## src/rtl/dil_pkg.sv

```systemverilog
// Shared Dilithium arithmetic constants and coefficient/product types.
package dil_pkg;

   localparam int unsigned COEF_W = 23;
   localparam int unsigned PROD_W = 46;
   localparam logic [COEF_W-1:0] Q = 23'd8380417;

   typedef logic [COEF_W-1:0] coef_t;
   typedef logic [PROD_W-1:0] prod_t;

endpackage

```

## src/rtl/red_d.sv

```systemverilog
// Combinational reduction of a 46-bit product modulo Q = 2^23 - 2^13 + 1.
module red_d
   import dil_pkg::*;
(
   input  prod_t x,
   output coef_t r
);

   localparam int unsigned SH   = 13;
   localparam int unsigned T1_W = 37;
   localparam int unsigned T2_W = 28;
   localparam int unsigned T3_W = 24;

   logic [T1_W-1:0] t1;
   logic [T2_W-1:0] t2;
   logic [T3_W-1:0] t3;

   // 2^23 == 2^13 - 1 (mod Q): fold the high part three times, then one conditional subtract
   always_comb begin
      t1 = T1_W'({x[PROD_W-1:COEF_W], SH'(0)}) - T1_W'(x[PROD_W-1:COEF_W])
         + T1_W'(x[COEF_W-1:0]);
      t2 = T2_W'({t1[T1_W-1:COEF_W], SH'(0)}) - T2_W'(t1[T1_W-1:COEF_W])
         + T2_W'(t1[COEF_W-1:0]);
      t3 = T3_W'({t2[T2_W-1:COEF_W], SH'(0)}) - T3_W'(t2[T2_W-1:COEF_W])
         + T3_W'(t2[COEF_W-1:0]);
      r  = (t3 >= T3_W'(Q)) ? COEF_W'(t3 - T3_W'(Q)) : COEF_W'(t3);
   end

endmodule

```

## src/rtl/mulred_arb_d.sv

```systemverilog
// Round-robin shared modular multiplier: N_REQ requesters -> 3-stage (a*b) mod Q pipeline.
// Optional MULRED_ARB_PERF_EN adds result-handshake and stall-cycle counters.
module mulred_arb_d
   import dil_pkg::*;
#(
   parameter int unsigned N_REQ = 2,
   parameter int unsigned ID_W  = (N_REQ > 1) ? $clog2(N_REQ) : 1
) (
   input  logic                  clk_i,
   input  logic                  rst_i,
   input  logic [N_REQ-1:0]      req_valid_i,
   output logic [N_REQ-1:0]      req_ready_o,
   input  coef_t [N_REQ-1:0]     req_a_i,
   input  coef_t [N_REQ-1:0]     req_b_i,
   output logic                  res_valid_o,
   input  logic                  res_ready_i,
   output logic [ID_W-1:0]       res_id_o,
   output coef_t                 res_data_o,
   output logic                  busy_o
`ifdef MULRED_ARB_PERF_EN
   ,
   output logic [31:0]           perf_ops_o,
   output logic [31:0]           perf_stall_o
`endif
);

   logic            stall_s;
   logic            hs;
   logic            grant_v;
   logic [ID_W-1:0] grant;
   logic [ID_W-1:0] ptr_q;

   logic            s1_v;
   coef_t           s1_a;
   coef_t           s1_b;
   logic [ID_W-1:0] s1_id;
   logic            s2_v;
   prod_t           s2_prod;
   logic [ID_W-1:0] s2_id;
   coef_t           red_r;

   assign stall_s = res_valid_o & ~res_ready_i;
   assign hs      = |(req_valid_i & req_ready_o);
   assign busy_o  = s1_v | s2_v | res_valid_o;

   // Lowest valid index above ptr wins; otherwise wrap to the lowest valid index
   always_comb begin
      grant_v = 1'b0;
      grant   = '0;
      for (int i = N_REQ - 1; i >= 0; i--) begin
         if (req_valid_i[i]) begin
            grant_v = 1'b1;
            grant   = ID_W'(i);
         end
      end
      for (int i = N_REQ - 1; i >= 0; i--) begin
         if (req_valid_i[i] && (ID_W'(i) > ptr_q)) begin
            grant = ID_W'(i);
         end
      end
   end

   always_comb begin
      req_ready_o = '0;
      if (!rst_i && !stall_s && grant_v) begin
         req_ready_o[grant] = 1'b1;
      end
   end

   red_d u_red (
      .x (s2_prod),
      .r (red_r)
   );

   // Pointer and pipeline; every stage advances together unless the output stalls
   always_ff @(posedge clk_i) begin
      if (rst_i) begin
         ptr_q       <= ID_W'(N_REQ - 1);
         s1_v        <= 1'b0;
         s1_a        <= '0;
         s1_b        <= '0;
         s1_id       <= '0;
         s2_v        <= 1'b0;
         s2_prod     <= '0;
         s2_id       <= '0;
         res_valid_o <= 1'b0;
         res_data_o  <= '0;
         res_id_o    <= '0;
      end else begin
         if (hs) begin
            ptr_q <= grant;
         end
         if (!stall_s) begin
            s1_v        <= hs;
            s1_a        <= req_a_i[grant];
            s1_b        <= req_b_i[grant];
            s1_id       <= grant;
            s2_v        <= s1_v;
            s2_prod     <= PROD_W'(s1_a) * PROD_W'(s1_b);
            s2_id       <= s1_id;
            res_valid_o <= s2_v;
            res_data_o  <= red_r;
            res_id_o    <= s2_id;
         end
      end
   end

`ifdef MULRED_ARB_PERF_EN
   always_ff @(posedge clk_i) begin
      if (rst_i) begin
         perf_ops_o   <= '0;
         perf_stall_o <= '0;
      end else begin
         if (res_valid_o && res_ready_i) begin
            perf_ops_o <= perf_ops_o + 32'd1;
         end
         if (stall_s) begin
            perf_stall_o <= perf_stall_o + 32'd1;
         end
      end
   end
`endif

endmodule

```

## config.mk

```make
export PLATFORM = sky130hd
export DESIGN_NAME = mulred_arb_d
export DESIGN_NICKNAME = d
export VERILOG_FILES = /design/src/rtl/dil_pkg.sv /design/src/rtl/red_d.sv /design/src/rtl/mulred_arb_d.sv
export SDC_FILE = /design/constraint.sdc
export NUM_CORES = 2
export LEC_CHECK = 0
export ABC_AREA = 1
export BUFFER_PORTS_ARGS = -buffer_cell sky130_fd_sc_hd__buf_2
export CORE_UTILIZATION = 38
export CTS_BUF_LIST = sky130_fd_sc_hd__clkbuf_16
export CTS_CLUSTER_SIZE = 20
export DETAILED_ROUTE_END_ITERATION = 16
export HOLD_SLACK_MARGIN = 0.03
export PLACE_DENSITY = 0.64
export SYNTH_ARGS = -nofsm -noshare
export SYNTH_HDL_FRONTEND = slang
export SYNTH_SLANG_ARGS = --single-unit
```

## constraint.sdc

```tcl
create_clock -name clk_i -period 9.9 [get_ports clk_i]
set_input_delay 1.485 -clock clk_i [delete_from_list [all_inputs] [get_ports clk_i]]
set_output_delay 1.485 -clock clk_i [all_outputs]
set_load 0.005 [all_outputs]
```

==> run summary <==
Vias/cell: 4.863
I/O pin total: 125
gr ovfl total: 0
net count after synthesis: 4622
Die Y: 272.5 µm
Synth Flop Type: dfxtp_1
Synth Area in Compound Gates: 8.844%
CP delay by family, top: simple AND/OR/NAND/NOR gates
Hold Crit Class: reg2reg
fin nets: 4680
Synth-to-Final Area Change: 8.507%
die width: 272.5 µm
Starting Density: 38.64%
Final period util: 90.78%
ys async rst share: 0%
RSZ-0062 raised after global routing: false
Yosys reg bits: 122
post-synthesis xor/xnor area fraction: 3.779%
DRT antenna net count: 0
WL/cell: 15.26 µm
r2r setup slk: 0.91 ns
adder-cell area share of the yosys netlist: 45.64%
post-layout min period: 8.987 ns
CTS tree: built
FILL cells: 7421
detailed placement HPWL: 60110 µm
WP data arrival: 9.36 ns
# rows: 98
post-synthesis mux area share: 0%
RR Endpoint: res_data_o[19]
R2R depth: 60
Slew @ Worst Pin: 1.201 ns
DR iter-0 viols: 1367
antenna violations before repair: 1
Syn Std Cell Area: 27810 µm²
share of cells above drive strength 1: 6.620%
hold endpoint: s1_a[19]
fin cells: 4803
reg2reg start: s2_prod[27]
Placement Setup Slack: 0.5347 ns
Syn Area/Cell: 7.356 µm²
Max Transition Viols Final: 0
yosys warns: 0
vias in the first global route: 23280
root cell of the clock tree: clkbuf_16
global-route wire length before repair: 121100 µm
hold path cells: 2
Detailed Routing Iterations Pass 1: 7
WL final: 73310 µm
Slowest Stage Delay on Critical Path: 0.38 ns
H-tree levels: 4
crit end category: flip-flop
core area: 71980 µm²
DP Cell Count: 4767
critical path class: reg2reg
largest net degree at the start of global routing: 63
Post-Syn Instances: 3781
drt drc: 0
Clk Latency, worst-skew pair: 0.48 ns
simple-gate portion of the synthesized area: 18.36%
Post-synth EDFFs: 0
status: finished clean
die area: 74280 µm²
setup TNS: 0 ns
Seq/Total Area, Yosys: 8.781%
via count: 23360
# Max-Cap Violations: 0
PnR worst setup slack: 0.9133 ns
Final Hold Viols: 0
Worst EP required: 10.27 ns
most used cell, CP: nand2_1
Stages on worst setup path: 60
slowest CP cell: ha_1
clk buf depth: 2
RePlAce Congestion: 0.9131
final number of setup-violating endpoints: 0
post-synth cell types: 50
Peak Freq: 111.3 MHz
hold path start: s1_a[19]
number of port buffers: 124
clock-pin slew on the worst setup and hold paths: 0.07 ns
skew final: 0.01707 ns
Startpoint Class: flip-flop
total track usage: 20.53%
Rel. slew slack: 19.79%
worst path bufs/invs: 10
CTS sink cnt: 122
main combinational cell family by area after synthesis: adder cells
CTS Buf Count: 17
Max FO, Critical Path: 16
sequential cells by signal (all words and copies together), names as in the netlist:
| signal | cells |
|---|---|
| s2_prod | 46 |
| res_data_o | 23 |
| s1_a | 23 |
| s1_b | 23 |
| ptr_q | 1 |
| res_id_o | 1 |
| res_valid_o | 1 |
| s1_id | 1 |
| s1_v | 1 |
| s2_id | 1 |
| s2_v | 1 |
synthesized netlist by cell type (34+ instances only):
| library cell | n | area [µm²] |
|---|---|---|
| o31ai_1 | 34 | 255.2 |
| inv_1 | 931 | 3495 |
| xnor2_1 | 47 | 411.6 |
| ha_1 | 293 | 3666 |
| nand2_1 | 942 | 3536 |
| fa_1 | 451 | 9029 |
| clkbuf_1 | 130 | 488.0 |
| dfxtp_1 | 122 | 2442 |
| xor2_1 | 73 | 639.4 |
| nand3_1 | 80 | 400.4 |
| o21ai_0 | 130 | 650.6 |
| nor2_1 | 210 | 788.3 |
| a21oi_1 | 170 | 850.8 |
layer usage:
| layer | share of wire, % | track usage (%) | vias up |
|---|---|---|---|
| met3 | 5.7 | 2.847 | 82 |
| li1 | - | - | 11440 |
| met5 | 0 | 0 | - |
| met2 | 47 | 34.74 | 575 |
| met4 | 1.9 | 5.189 | 0 |
| met1 | 45 | 27.50 | 11260 |
how the worst max path moves through the flow:
stage	from	endpoint	slack (ns)
global placement	s2_prod[27]	res_data_o[5]	0.68
floorplan	s2_prod[14]	res_data_o[16]	2.06
global route	s2_prod[27]	res_data_o[19]	0.002
finish	s2_prod[27]	res_data_o[19]	0.91
CTS	s2_prod[27]	res_data_o[21]	0.47
detailed placement	s2_prod[27]	res_data_o[21]	0.53
layout make-up:
cell class                      instances  area (µm²)  area share (%)
Tap cell                              950        1189           3.938
Inverter                              938        3521           11.67
Clock inverter                         15       168.9          0.5597
Timing Repair Buffer                  173       988.4           3.275
Sequential cell                       122        2442           8.093
Antenna cell                            1       2.502        0.008292
Clock buffer                           17       425.4           1.410
Multi-Input combinational cell       2587       21440           71.05
worst reg2reg max path, delay by kind of cell, from the launching register on:
family,cells,cell delay (ns)
flip-flops,1,0.31
adder cells (fa/ha/maj),6,1.90
buffers and inverters,10,0.99
AND/OR/NAND/NOR,27,2.80
AO/OA/AOI/OAI,14,2.27
XOR/XNOR,3,0.66
cell usage in the layout (no fill, tap or decap), types with 14 or more instances in the layout:
master,count
a21oi_1,168
a31oi_1,19
buf_2,124
buf_4,49
clkbuf_16,17
dfxtp_1,122
fa_1,451
ha_1,293
inv_1,930
nand2_1,940
nand3_1,78
nor2_1,207
nor3_1,14
o211ai_1,19
o21ai_0,129
o21ai_1,16
o31ai_1,34
xnor2_1,44
xor2_1,70
per-stage QoR:
stage	area [µm²]	hold slack [ns]	util (%)
2_1_floorplan	27810	0.4333	-
3_3_place_gp	29460	0.4467	40.93
3_5_place_dp	29460	0.4483	40.93
4_1_cts	30060	0.4620	41.76
5_1_grt	30180	0.4833	41.93
6_report	30180	0.4598	41.93
timing repair:
| action | 4_1_cts | 5_1_grt |
|---|---|---|
| gates resized for setup | 0 | 18 |
| hold buffers | 0 | 0 |
| buffers inserted | 0 | 2 |
| setup endpoints to repair | 0 | 22 |
kinds of logic after synthesis:
family                     after synthesis
and+or+nand+nor                       1289
buffers and inverters                 1073
xor gates and xnor gates               120
adders and majority gates              744
AOI/OAI and AO/OA                      433
DFF                                    122
Power is left out: the tool's default activity adds up to more than one toggle a clock period on the data nets, which glitch-free logic cannot reach.
